File: src/rtl/wc_io_mux.sv
`default_nettype none
// ============================================================================
// Module   : wc_io_mux
// Brief    : Pin-reduction shim. Deserialises narrow input beats into the
//            core D word and serialises the core Z word onto narrow pins.
// Revision : 1.0 - initial release
// ============================================================================
module wc_io_mux #(
    parameter int CORE_IN_W  = 80,
    parameter int CORE_OUT_W = 40,
    parameter int PIN_IN_W   = 16,
    parameter int PIN_OUT_W  = 8
) (
    input  logic                  clk,
    input  logic                  rst,
    input  logic [PIN_IN_W-1:0]   pin_din,
    input  logic                  pin_din_vld,
    input  logic                  pin_din_sof,
    output logic [CORE_IN_W-1:0]  core_d,
    output logic                  core_d_vld,
    input  logic [CORE_OUT_W-1:0] core_z,
    input  logic                  core_z_vld,
    output logic [PIN_OUT_W-1:0]  pin_dout,
    output logic                  pin_dout_vld,
    output logic                  pin_dout_sof,
    output logic                  ovf
);

    localparam int c_in_beats  = (CORE_IN_W + PIN_IN_W - 1) / PIN_IN_W;
    localparam int c_out_beats = (CORE_OUT_W + PIN_OUT_W - 1) / PIN_OUT_W;
    localparam int c_in_pad_w  = c_in_beats * PIN_IN_W;
    localparam int c_out_pad_w = c_out_beats * PIN_OUT_W;
    localparam int c_in_cnt_w  = (c_in_beats > 1) ? $clog2(c_in_beats) : 1;
    localparam int c_out_cnt_w = $clog2(c_out_beats + 1);
    localparam logic [c_in_cnt_w-1:0]  c_in_last  = c_in_cnt_w'(c_in_beats - 1);
    localparam logic [c_out_cnt_w-1:0] c_out_last = c_out_cnt_w'(c_out_beats);

    // ------------------------------------------------------------------
    // Deserialiser
    // ------------------------------------------------------------------
    logic [c_in_cnt_w-1:0] r_in_cnt;
    logic [c_in_pad_w-1:0] r_stage;
    logic [c_in_pad_w-1:0] w_stage_nxt;
    logic [c_in_cnt_w-1:0] w_slot;
    logic                  w_word_done;
    logic [CORE_IN_W-1:0]  r_core_d;
    logic                  r_core_d_vld;

    always_comb begin
        w_slot      = pin_din_sof ? '0 : r_in_cnt;
        w_stage_nxt = r_stage;
        w_stage_nxt[w_slot*PIN_IN_W +: PIN_IN_W] = pin_din;
        w_word_done = pin_din_vld && (w_slot == c_in_last);
    end

    always_ff @(posedge clk or posedge rst) begin
        if (rst) begin
            r_in_cnt     <= '0;
            r_stage      <= '0;
            r_core_d     <= '0;
            r_core_d_vld <= 1'b0;
        end else begin
            r_core_d_vld <= 1'b0;
            if (pin_din_vld) begin
                r_stage <= w_stage_nxt;
                if (w_word_done) begin
                    r_core_d     <= w_stage_nxt[CORE_IN_W-1:0];
                    r_core_d_vld <= 1'b1;
                    r_in_cnt     <= '0;
                end else begin
                    r_in_cnt <= w_slot + c_in_cnt_w'(1);
                end
            end
        end
    end

    // ------------------------------------------------------------------
    // Serialiser
    // ------------------------------------------------------------------
    typedef enum logic [0:0] {
        S_IDLE  = 1'b0,
        S_SHIFT = 1'b1
    } state_t;

    state_t                 r_state, w_state_nxt;
    logic [c_out_pad_w-1:0] r_shift, w_shift_nxt;
    logic [c_out_cnt_w-1:0] r_out_cnt, w_out_cnt_nxt;
    logic [CORE_OUT_W-1:0]  r_hold, w_hold_nxt;
    logic                   r_hold_full, w_hold_full_nxt;
    logic [PIN_OUT_W-1:0]   r_dout, w_dout_nxt;
    logic                   r_dout_vld, w_dout_vld_nxt;
    logic                   r_dout_sof, w_dout_sof_nxt;
    logic                   r_ovf, w_ovf_nxt;
    logic [c_out_pad_w-1:0] w_z_pad, w_hold_pad, w_load_word;
    logic                   w_load, w_last, w_drain;

    always_comb begin
        w_z_pad                     = '0;
        w_z_pad[CORE_OUT_W-1:0]     = core_z;
        w_hold_pad                  = '0;
        w_hold_pad[CORE_OUT_W-1:0]  = r_hold;

        w_state_nxt     = r_state;
        w_shift_nxt     = r_shift;
        w_out_cnt_nxt   = r_out_cnt;
        w_hold_nxt      = r_hold;
        w_hold_full_nxt = r_hold_full;
        w_dout_nxt      = '0;
        w_dout_vld_nxt  = 1'b0;
        w_dout_sof_nxt  = 1'b0;
        w_ovf_nxt       = r_ovf;
        w_load          = 1'b0;
        w_load_word     = w_z_pad;
        w_last          = (r_state == S_SHIFT) && (r_out_cnt == c_out_last);
        w_drain         = w_last && r_hold_full;

        case (r_state)
            S_IDLE: begin
                if (core_z_vld) begin
                    w_load = 1'b1;
                end
            end
            S_SHIFT: begin
                if (!w_last) begin
                    w_dout_nxt     = r_shift[PIN_OUT_W-1:0];
                    w_shift_nxt    = r_shift >> PIN_OUT_W;
                    w_out_cnt_nxt  = r_out_cnt + c_out_cnt_w'(1);
                    w_dout_vld_nxt = 1'b1;
                end else if (r_hold_full) begin
                    w_load          = 1'b1;
                    w_load_word     = w_hold_pad;
                    w_hold_full_nxt = 1'b0;
                end else if (core_z_vld) begin
                    w_load = 1'b1;
                end else begin
                    w_state_nxt   = S_IDLE;
                    w_out_cnt_nxt = '0;
                end
                // A draining holding slot can accept a new word in the same cycle.
                if (core_z_vld) begin
                    if (w_drain || (!r_hold_full && !w_last)) begin
                        w_hold_nxt      = core_z;
                        w_hold_full_nxt = 1'b1;
                    end else if (r_hold_full) begin
                        w_ovf_nxt = 1'b1;
                    end
                end
            end
            default: begin
                w_state_nxt = S_IDLE;
            end
        endcase

        if (w_load) begin
            w_state_nxt    = S_SHIFT;
            w_dout_nxt     = w_load_word[PIN_OUT_W-1:0];
            w_shift_nxt    = w_load_word >> PIN_OUT_W;
            w_out_cnt_nxt  = c_out_cnt_w'(1);
            w_dout_vld_nxt = 1'b1;
            w_dout_sof_nxt = 1'b1;
        end
    end

    always_ff @(posedge clk or posedge rst) begin
        if (rst) begin
            r_state <= S_IDLE;
        end else begin
            r_state <= w_state_nxt;
        end
    end

    always_ff @(posedge clk or posedge rst) begin
        if (rst) begin
            r_shift     <= '0;
            r_out_cnt   <= '0;
            r_hold      <= '0;
            r_hold_full <= 1'b0;
            r_dout      <= '0;
            r_dout_vld  <= 1'b0;
            r_dout_sof  <= 1'b0;
            r_ovf       <= 1'b0;
        end else begin
            r_shift     <= w_shift_nxt;
            r_out_cnt   <= w_out_cnt_nxt;
            r_hold      <= w_hold_nxt;
            r_hold_full <= w_hold_full_nxt;
            r_dout      <= w_dout_nxt;
            r_dout_vld  <= w_dout_vld_nxt;
            r_dout_sof  <= w_dout_sof_nxt;
            r_ovf       <= w_ovf_nxt;
        end
    end

    assign core_d       = r_core_d;
    assign core_d_vld   = r_core_d_vld;
    assign pin_dout     = r_dout;
    assign pin_dout_vld = r_dout_vld;
    assign pin_dout_sof = r_dout_sof;
    assign ovf          = r_ovf;

endmodule
`default_nettype wire

File: config.mk
export PLATFORM = sky130hd
export DESIGN_NAME = wc_io_mux
export DESIGN_NICKNAME = d
export VERILOG_FILES = /design/src/rtl/wc_io_mux.sv
export SDC_FILE = /design/constraint.sdc
export NUM_CORES = 1
export LEC_CHECK = 0
export CAP_MARGIN = 20
export CORE_UTILIZATION = 53
export CTS_CLUSTER_SIZE = 28
export DETAILED_ROUTE_END_ITERATION = 10
export PLACE_DENSITY = 0.86
export SYNTH_ARGS = -nofsm -noshare
export SYNTH_HDL_FRONTEND = slang
export SYNTH_SLANG_ARGS = --single-unit
File: constraint.sdc
create_clock -name clk -period 11.4 [get_ports clk]
set_clock_uncertainty 0.1 [all_clocks]
set_input_delay 1.71 -clock clk [delete_from_list [all_inputs] [get_ports clk]]
set_output_delay 1.71 -clock clk [all_outputs]
set_load 0.02 [all_outputs]
==> flow_metrics.tcl, run 1 <==
set metrics [dict create \
    status "complete, no violations" \
    hold_viol_final 0 \
    ir_drop_v 0.000151 \
    worstSetupStartpoint "pin_din_sof" \
    synth.largest_area_cell "dfrtp_1" \
    diodes 0 \
    startpoint_type "primary input" \
    report.final.slew_viol_count 0 \
    synth-edff-count 0 \
    setup_viol 0 \
    synthAdderAreaFrac 0.0132 \
    synth_area_leaders "dfrtp_1, mux2_2, nand2_1, mux2i_1, o21ai_0" \
    avgSynthCellArea_um2 10.8 \
    drive_gt1_frac 0.151 \
    synth_top_family_by_area "multiplexers" \
    critPathMaxStageDelay_ps 720 \
    clkTransAtPathRegs_ps 60 \
    reg2reg_to "core_d[78]" \
    drc_errors 0 \
    synth_xor_area_frac 0 \
    worst_pin_slew_ps 1120 \
    cts_tree "done" \
    grtUsageMet1 0.339 \
    holdPathEnd "core_d[21]" \
    routedWlPerCell_um 19.2 \
    finalNetCount 1245 \
    synth_flop_cell "dfrtp_1" \
    crit_top_cell "ha_1" \
    core-area_um2 21000 \
    hpwl_um 18600 \
    drt_first_pass_iters 7 \
    antenna_found_initial 0 \
    crit_required_ps 11650 \
    holdPathStages 2 \
    cts_resized 0 \
    root_buffer "clkbuf_16" \
    path_buf_inv 3 \
    leakagePower_nw 6.08 \
    rsz0062_at_grt "false" \
    whs_ps 377 \
    ys_seq_area_frac 0.555 \
    grt-ovfl-total 0 \
    period_needed_ps 4680 \
    numCtsBuffers 26 \
    arrival_ps 4940 \
    cts_max_level 1 \
    drtIter0Drc 651 \
    reg2reg_from "r_in_cnt[0]" \
    grt_pass1_wl_um 43900 \
    ys_types 47 \
    postCtsSetupBuffers 0 \
    cts_buffer_depth 3 \
    finalSetupTns_ps 0 \
    worstPathCellList "clkdlybuf4s50_1 > nand2b_1 > ha_1 > ha_1 > nand2_2 > buf_4 > inv_2 > nor2_1 > a31oi_1" \
    clock.fmax_mhz 214 \
    grtUsageMet3 0.0506 \
    dieArea_um2 22000 \
    clk-insertion-delay-late_ps 530 \
    dieHeight_um 148 \
    yosys.area.top_type_share 0.555 \
    grt_pass1_vias 8318 \
    synth.mux.area_fraction 0.149 \
    vias_per_cell 5.76 \
    cpMaxStageDelayCell "buf_4" \
    grt_use_total 0.257 \
    area_delta_synth_final_pct 22.0 \
    ys_seq_elements 252 \
    synthArstFlopShare 1.00 \
    hp-start "core_d[21]" \
    max_cap_violations 0 \
    route.vias.total 8421 \
    io_pins 153 \
    ys_warn_count 0 \
    grt-busiest-layer "met2" \
    netlist_area_um2 11400 \
    max_slew_margin 0.254 \
    hp-class "register to register" \
    wirelength_um 28100 \
    syn_nets 1122 \
    synth_compound_area_frac 0.102 \
    netlist_instances 1049 \
    cts_hold_buf 0 \
    criticalPathCategory "primary input to register" \
    period_share 0.411 \
    ant_nets 0 \
    grt_max_degree 111 \
    rows 53 \
    port_buffers 152 \
    cp_max_fo 110 \
    start_util 0.540 \
    power.density_nw_per_um2 237 \
    met2_usage 0.426 \
    reg2reg_slack_ps 8080 \
    synthSimpleGateAreaFrac 0.145 \
    cp_top_family "buffers and inverters" \
    crit_path_end_kind "register" \
    place.gp.congestion 0.901 \
    fp.dieW_um 148 \
    reg2reg_depth 8 \
    cts.sinks 252 \
]
-- layer usage --
layer	vias up	part of all wire	wire length, µm
li1	3851	-	-
met1	4208	0.41	11500
met2	303	0.49	13700
met3	59	0.070	1960
met4	0	0.030	833
met5	-	0	0
-- cell families after synthesis --
logic type               Yosys count
AND/OR/NAND/NOR                  367
multiplexers                     151
flip-flops                       252
AO/OA/AOI/OAI                    184
adder cells (fa/ha/maj)           12
buffers and inverters             83
-- stage by stage --
stage	instance area (µm²)	instances	setup slack [ps]	total power, mW	util
after floorplan	11400	1049	2660	2.02	-
after CTS	13800	1458	6690	3.29	0.657
after global placement	13000	1416	6340	2.38	0.617
after global routing	13900	1461	6400	3.44	0.659
final	13900	1461	6720	3.28	0.659
after detailed placement	13000	1416	6210	2.43	0.617
-- flip-flops by register name, indices dropped and copies added (netlist names) --
name          count
core_d           80
core_d_vld        1
ovf               1
pin_dout          8
pin_dout_sof      1
pin_dout_vld      1
r_hold           40
r_hold_full       1
r_in_cnt          3
r_out_cnt         3
r_shift          32
r_stage          80
r_state           1
-- layout make-up --
class | count | area, µm²
multi-input cells | 714 | 4670
repair buffers | 163 | 1630
clock inverters | 5 | 77.6
flip-flops and latches | 252 | 6310
inverters | 15 | 63.8
well taps | 275 | 344
fillers | 1513 | 7160
clock buffers | 37 | 773
-- layout by cell type, fill, tap and decap left out, types with 3 or more instances in the layout --
| cell type | count |
|---|---|
| a21oi_1 | 31 |
| nand3_1 | 47 |
| ha_1 | 12 |
| mux2_2 | 68 |
| o2bb2ai_1 | 8 |
| buf_4 | 8 |
| nor2b_1 | 17 |
| clkbuf_8 | 6 |
| a31oi_1 | 18 |
| mux2_4 | 20 |
| mux2i_1 | 63 |
| nand2b_1 | 19 |
| and3_1 | 3 |
| clkbuf_1 | 4 |
| dfrtp_1 | 252 |
| nand2_1 | 190 |
| o21ai_0 | 91 |
| o221a_2 | 24 |
| clkdlybuf4s50_1 | 152 |
| clkbuf_16 | 27 |
| inv_1 | 12 |
| nor2_1 | 68 |
-- worst reg2reg max path, stage by stage (launching register included) --
cell and delay, ps:
dfrtp_1 480, nand2b_1 210, ha_1 300, ha_1 270, nand2_2 90, buf_4 720
inv_2 650, nor2_1 260, a31oi_1 80
-- synth_stat cells, types with 18 or more instances --
master,number
nand2b_1,19
mux2_2,68
o221a_2,24
nand2_1,191
a31oi_1,18
a21oi_1,31
o21ai_0,91
buf_2,18
dfrtp_1,252
clkbuf_1,39
nor2_1,68
mux2i_1,63
nand3_1,48
mux2_4,20
-- worst max path at each step --
stage	end	slack [ps]	cells past startpoint
after global placement	core_d[36]	6340	9
after global routing	core_d[36]	6400	9
final	core_d[78]	6720	9
after floorplan	core_d[0]	2660	1
after detailed placement	core_d[78]	6210	9
after CTS	core_d[15]	6690	9
-- where the power goes --
part           internal, mW  switching (mW)
clock network         0.511           0.338
logic                 0.503           0.575
registers              1.18           0.179
No activity file was read; power rests on OpenSTA's default activity.
==> inputs of run 2 (changes only) <==
--- a/config.mk
+++ b/config.mk
@@ -6,7 +6,7 @@
 export NUM_CORES = 1
 export LEC_CHECK = 0
 export CAP_MARGIN = 20
-export CORE_UTILIZATION = 53
+export CORE_UTILIZATION = 50
 export CTS_CLUSTER_SIZE = 28
 export DETAILED_ROUTE_END_ITERATION = 10
 export PLACE_DENSITY = 0.86
==> constraint.sdc (replaced) <==
create_clock -name clk -period 3.9 [get_ports clk]
set_clock_uncertainty 0.1 [all_clocks]
set_input_delay 0.585 -clock clk [delete_from_list [all_inputs] [get_ports clk]]
set_output_delay 0.585 -clock clk [all_outputs]
set_load 0.02 [all_outputs]
==> run 2 against run 1 <==
Compared with the run above:
- largest cell class unchanged
- hold slack better by 1.9 ps
- first-iteration DRC count grew 8.9%
- sequential share of layout area shrank 0.89 points
- register-to-register slack lost 7100 ps
- clock-buffer cell count fell by 4
- via count is 1.3% higher
- non-clock buffer count grew 17
- global-route usage down 1.1 points
- design area grew 2.0%
- combinational power grew to 2.9 times the previous value
- final cell count is 1.8% higher
- the run now ends with DRC left
==> flow_metrics.tcl, run 2 (synthesis results as in run 1) <==
set metrics [dict create \
    cts_buffer_depth 3 \
    vias_per_cell 5.74 \
    drt_first_pass_iters 11 \
    rsz0062_at_grt "false" \
    place.gp.congestion 0.904 \
    reg2reg_slack_ps 1030 \
    period_needed_ps 3150 \
    criticalPathCategory "primary input to register" \
    drc_errors 7 \
    clkTransAtPathRegs_ps 60 \
    area_delta_synth_final_pct 24.5 \
    grtUsageMet3 0.0395 \
    wirelength_um 28200 \
    p_total_mw 9.89 \
    startpoint_type "primary input" \
    leakagePower_nw 6.22 \
    status "finished, violations left" \
    hp-class "register to register" \
    cts.sinks 252 \
    grt_max_degree 54 \
    crit_path_end_kind "register" \
    postCtsSetupBuffers 0 \
    start_util 0.516 \
    dieHeight_um 153 \
    grt-ovfl-total 0 \
    grt_use_total 0.246 \
    arrival_ps 3460 \
    antenna_found_initial 0 \
    grt_pass1_vias 8460 \
    cts_tree "done" \
    cts_resized 0 \
    cp_max_fo 11 \
    drive_gt1_frac 0.167 \
    io_pins 153 \
    hp-start "core_d[56]" \
    holdPathStages 2 \
    cts_hold_buf 0 \
    max_slew_margin 0.383 \
    hpwl_um 19000 \
    met2_usage 0.389 \
    fp.dieW_um 153 \
    dieArea_um2 23300 \
    power.density_nw_per_um2 699 \
    port_buffers 152 \
    cts_max_level 1 \
    reg2reg_depth 8 \
    clk-insertion-delay-late_ps 520 \
    core-area_um2 22000 \
    hold_viol_final 0 \
    violations "DRC" \
    crit_required_ps 4220 \
    final_cell_mix "dfrtp_1, nand2_1, clkdlybuf4s50_1" \
    setup_viol 0 \
    rows 54 \
    mostFrequentLayoutCell "dfrtp_1" \
    worst_pin_slew_ps 923 \
    ir_drop_v 0.000447 \
    reg2reg_to "core_d[71]" \
    drtIter0Drc 709 \
    grt-busiest-layer "met2" \
    report.final.slew_viol_count 0 \
    route.vias.total 8529 \
    root_buffer "clkbuf_16" \
    holdPathEnd "core_d[56]" \
    period_share 0.807 \
    finalSetupTns_ps 0 \
    grt_pass1_wl_um 45600 \
    clock.fmax_mhz 318 \
    routedWlPerCell_um 19.0 \
    numCtsBuffers 27 \
    reg2reg_from "r_in_cnt[0]" \
    finalNetCount 1263 \
    diodes 0 \
    grtUsageMet1 0.345 \
    ant_nets 0 \
    whs_ps 379 \
    max_cap_violations 0 \
]
run 2: through the flow:
stage,std cells,worst slack (ps),cell area [µm²],utilization
2_1_floorplan,1049,-101,11400,-
3_3_place_gp,1441,484,13200,0.599
5_1_grt,1487,541,14100,0.642
3_5_place_dp,1441,316,13200,0.599
6_report,1487,752,14100,0.642
4_1_cts,1487,799,14100,0.642
run 2: per-layer routing:
metal  vias up  share of wire  wire, µm
li1       3911              -         -
met2       350           0.48     13500
met4         0          0.030       835
met5         -              0         0
met1      4208           0.43     12000
met3        60          0.068      1930
run 2: how the worst max path moves through the flow:
stage / start / to / slack, ps
floorplan: rst / core_d[0] / -100
global placement: pin_din_sof / core_d[74] / 480
global route: pin_din_sof / core_d[73] / 540
CTS: pin_din_sof / core_d[71] / 800
finish: pin_din_sof / core_d[71] / 750
detailed placement: pin_din_sof / core_d[66] / 320
run 2: layout make-up:
class / instances / area [µm²]
Multi-Input combinational cell: 714 / 4670
Fill cell: 1615 / 7890
Clock inverter: 13 / 221
Clock buffer: 33 / 728
Timing Repair Buffer: 180 / 1810
Tap cell: 280 / 350
Sequential cell: 252 / 6310
Inverter: 15 / 60.1
run 2: report_power, final:
part	switching [mW]	leakage [nW]	internal, mW
sequential	0.515	3.27	3.44
combinational	1.69	2.49	1.50
clock	1.03	0.467	1.72
total	3.23	6.22	6.65
run 2: worst max-delay path, cell delays in order:
cell             delay, ps
clkdlybuf4s50_1        570
nand2b_1               330
ha_1                   300
ha_1                   360
nor2b_4                240
o211ai_1               360
buf_4                  340
mux2i_1                140
o21ai_0                240
==> inputs of run 3 (changes only) <==
==> constraint.sdc (replaced) <==
create_clock -name clk -period 2.8 [get_ports clk]
set_clock_uncertainty 0.1 [all_clocks]
set_input_delay 0.42 -clock clk [delete_from_list [all_inputs] [get_ports clk]]
set_output_delay 0.42 -clock clk [all_outputs]
set_load 0.02 [all_outputs]
==> run 3 against run 2 <==
Compared with the run above:
- power is 38% higher
- sequential power grew 40%
- sequential share of layout area is 0.94 points lower
- highest routed layer unchanged
- largest power group unchanged
- the run still ends with DRC left
==> flow_metrics.tcl, run 3 (synthesis results as in run 1) <==
set metrics [dict create \
    status "finished, violations left" \
    violations "DRC" \
    final_cell_mix "dfrtp_1, nand2_1, clkdlybuf4s50_1" \
    port_buffers 152 \
    routedWlPerCell_um 19.1 \
    grt_pass1_wl_um 47300 \
    place.gp.congestion 0.881 \
    regArea_um2 6310 \
    numCtsBuffers 27 \
    io_pins 153 \
    multi_input_area_um2 4670 \
    crit_path_end_kind "register" \
    utilization 0.656 \
    place_ws_ps -152 \
    cp_max_fo 7 \
    dieArea_um2 23300 \
    max_slew_margin 0.603 \
    start_util 0.516 \
    grtUsageMet1 0.339 \
    report.final.slew_viol_count 0 \
    vias_per_cell 5.73 \
    cts_max_level 1 \
    dieHeight_um 153 \
    criticalPathCategory "register to register" \
    route.vias.total 8715 \
    rows 54 \
    clock.fmax_mhz 386 \
    mostFrequentLayoutCell "dfrtp_1" \
    clkTransAtPathRegs_ps 60 \
    cts_buffer_depth 3 \
    reg2reg_depth 8 \
    worst_pin_slew_ps 594 \
    drc_errors 7 \
    grt_use_total 0.255 \
    finalInstanceArea_um2 14400 \
    diodes 0 \
    drive_gt1_frac 0.190 \
    fin_ws_ps 207 \
    place_area_um2 13600 \
    p_total_mw 13.7 \
    setup_viol 0 \
    met2_usage 0.421 \
    fp.dieW_um 153 \
    core-area_um2 22000 \
    drt_first_pass_iters 11 \
    cts_hold_buf 0 \
    grt-busiest-layer "met2" \
    crit_required_ps 3110 \
    endpoint "core_d[52]" \
    cts_tree "done" \
    grt-ovfl-total 0 \
    n_fill_cell 1582 \
    reg2reg_slack_ps 210 \
    cts_resized 0 \
    rsz0062_at_grt "false" \
    grtUsageMet3 0.0361 \
    hp-class "primary input to async pin" \
    max_cap_violations 0 \
    postCtsSetupBuffers 0 \
    leakagePower_nw 6.40 \
    grt_pass1_vias 8895 \
    ant_nets 0 \
    worstSetupStartpoint "r_in_cnt[1]" \
    root_buffer "clkbuf_16" \
    startpoint_type "register" \
    reg2reg_to "core_d[52]" \
    clk-insertion-delay-late_ps 530 \
    period_share 0.926 \
    hpwl_um 20000 \
    antenna_found_initial 0 \
    period_needed_ps 2590 \
    drtIter0Drc 741 \
    cts.sinks 252 \
    power.density_nw_per_um2 948 \
    grt_max_degree 69 \
    wirelength_um 29100 \
    ir_drop_v 0.000619 \
    arrival_ps 2900 \
    hold_viol_final 0 \
    reg2reg_from "r_in_cnt[1]" \
    area_delta_synth_final_pct 27.2 \
    finalNetCount 1296 \
]
-- run 3: cell count changes in the layout (fill, tap and decap cells not counted) --
cell	before	now
clkbuf_8	3	6
buf_4	22	44
buf_12	6	17
bufinv_16	6	1
inv_6	1	2
clkinv_2	5	6
clkinvlp_4	2	4
-- run 3: area by class of cell --
cell class / instances / area share
clock buffer: 36 / 0.0533
clock inverter: 12 / 0.00693
inverter: 15 / 0.00416
multi-input combinational: 714 / 0.323
sequential: 252 / 0.437
tap: 280 / 0.0243
timing repair buffer: 213 / 0.152
-- run 3: worst min-delay path by stage --
stage           startpoint            to  slack (ps)  cells past startpoint
3_3_place_gp   r_stage[41]   r_stage[41]         360                      2
2_1_floorplan   r_stage[0]    r_stage[0]         350                      2
5_1_grt                rst   r_hold_full         190                      2
6_report               rst  r_out_cnt[2]         170                      2
4_1_cts                rst   r_hold_full         160                      2
3_5_place_dp   r_stage[38]   r_stage[38]         370                      2
-- run 3: power breakdown --
part           total (mW)  internal, mW  switching [mW]
registers            5.53          4.80           0.734
logic                4.69          2.27            2.41
clock network        3.47          2.02            1.45
-- run 3: metrics by stage --
| step | hold slack [ps] | instances | setup TNS, ps |
|---|---|---|---|
| finish | 166 | 1522 | 0 |
| global route | 187 | 1522 | 0 |
| CTS | 163 | 1522 | 0 |
| detailed placement | 371 | 1474 | -6190 |
| global placement | 363 | 1474 | -45.4 |
| floorplan | 349 | 1049 | -260990 |
-- run 3: layer usage --
layer	vias to the layer above	share of wire
li1	3974	-
met1	4289	0.42
met2	368	0.48
met3	84	0.063
met4	0	0.042
met5	-	0
-- run 3: worst max-delay path, stage by stage (launching register included) --
cell and delay (ps):
dfrtp_1 460, nand2b_1 120, ha_1 250, ha_1 390, nor2b_4 280, and3_4 300, buf_4 200, mux2i_1 260
o21ai_0 110
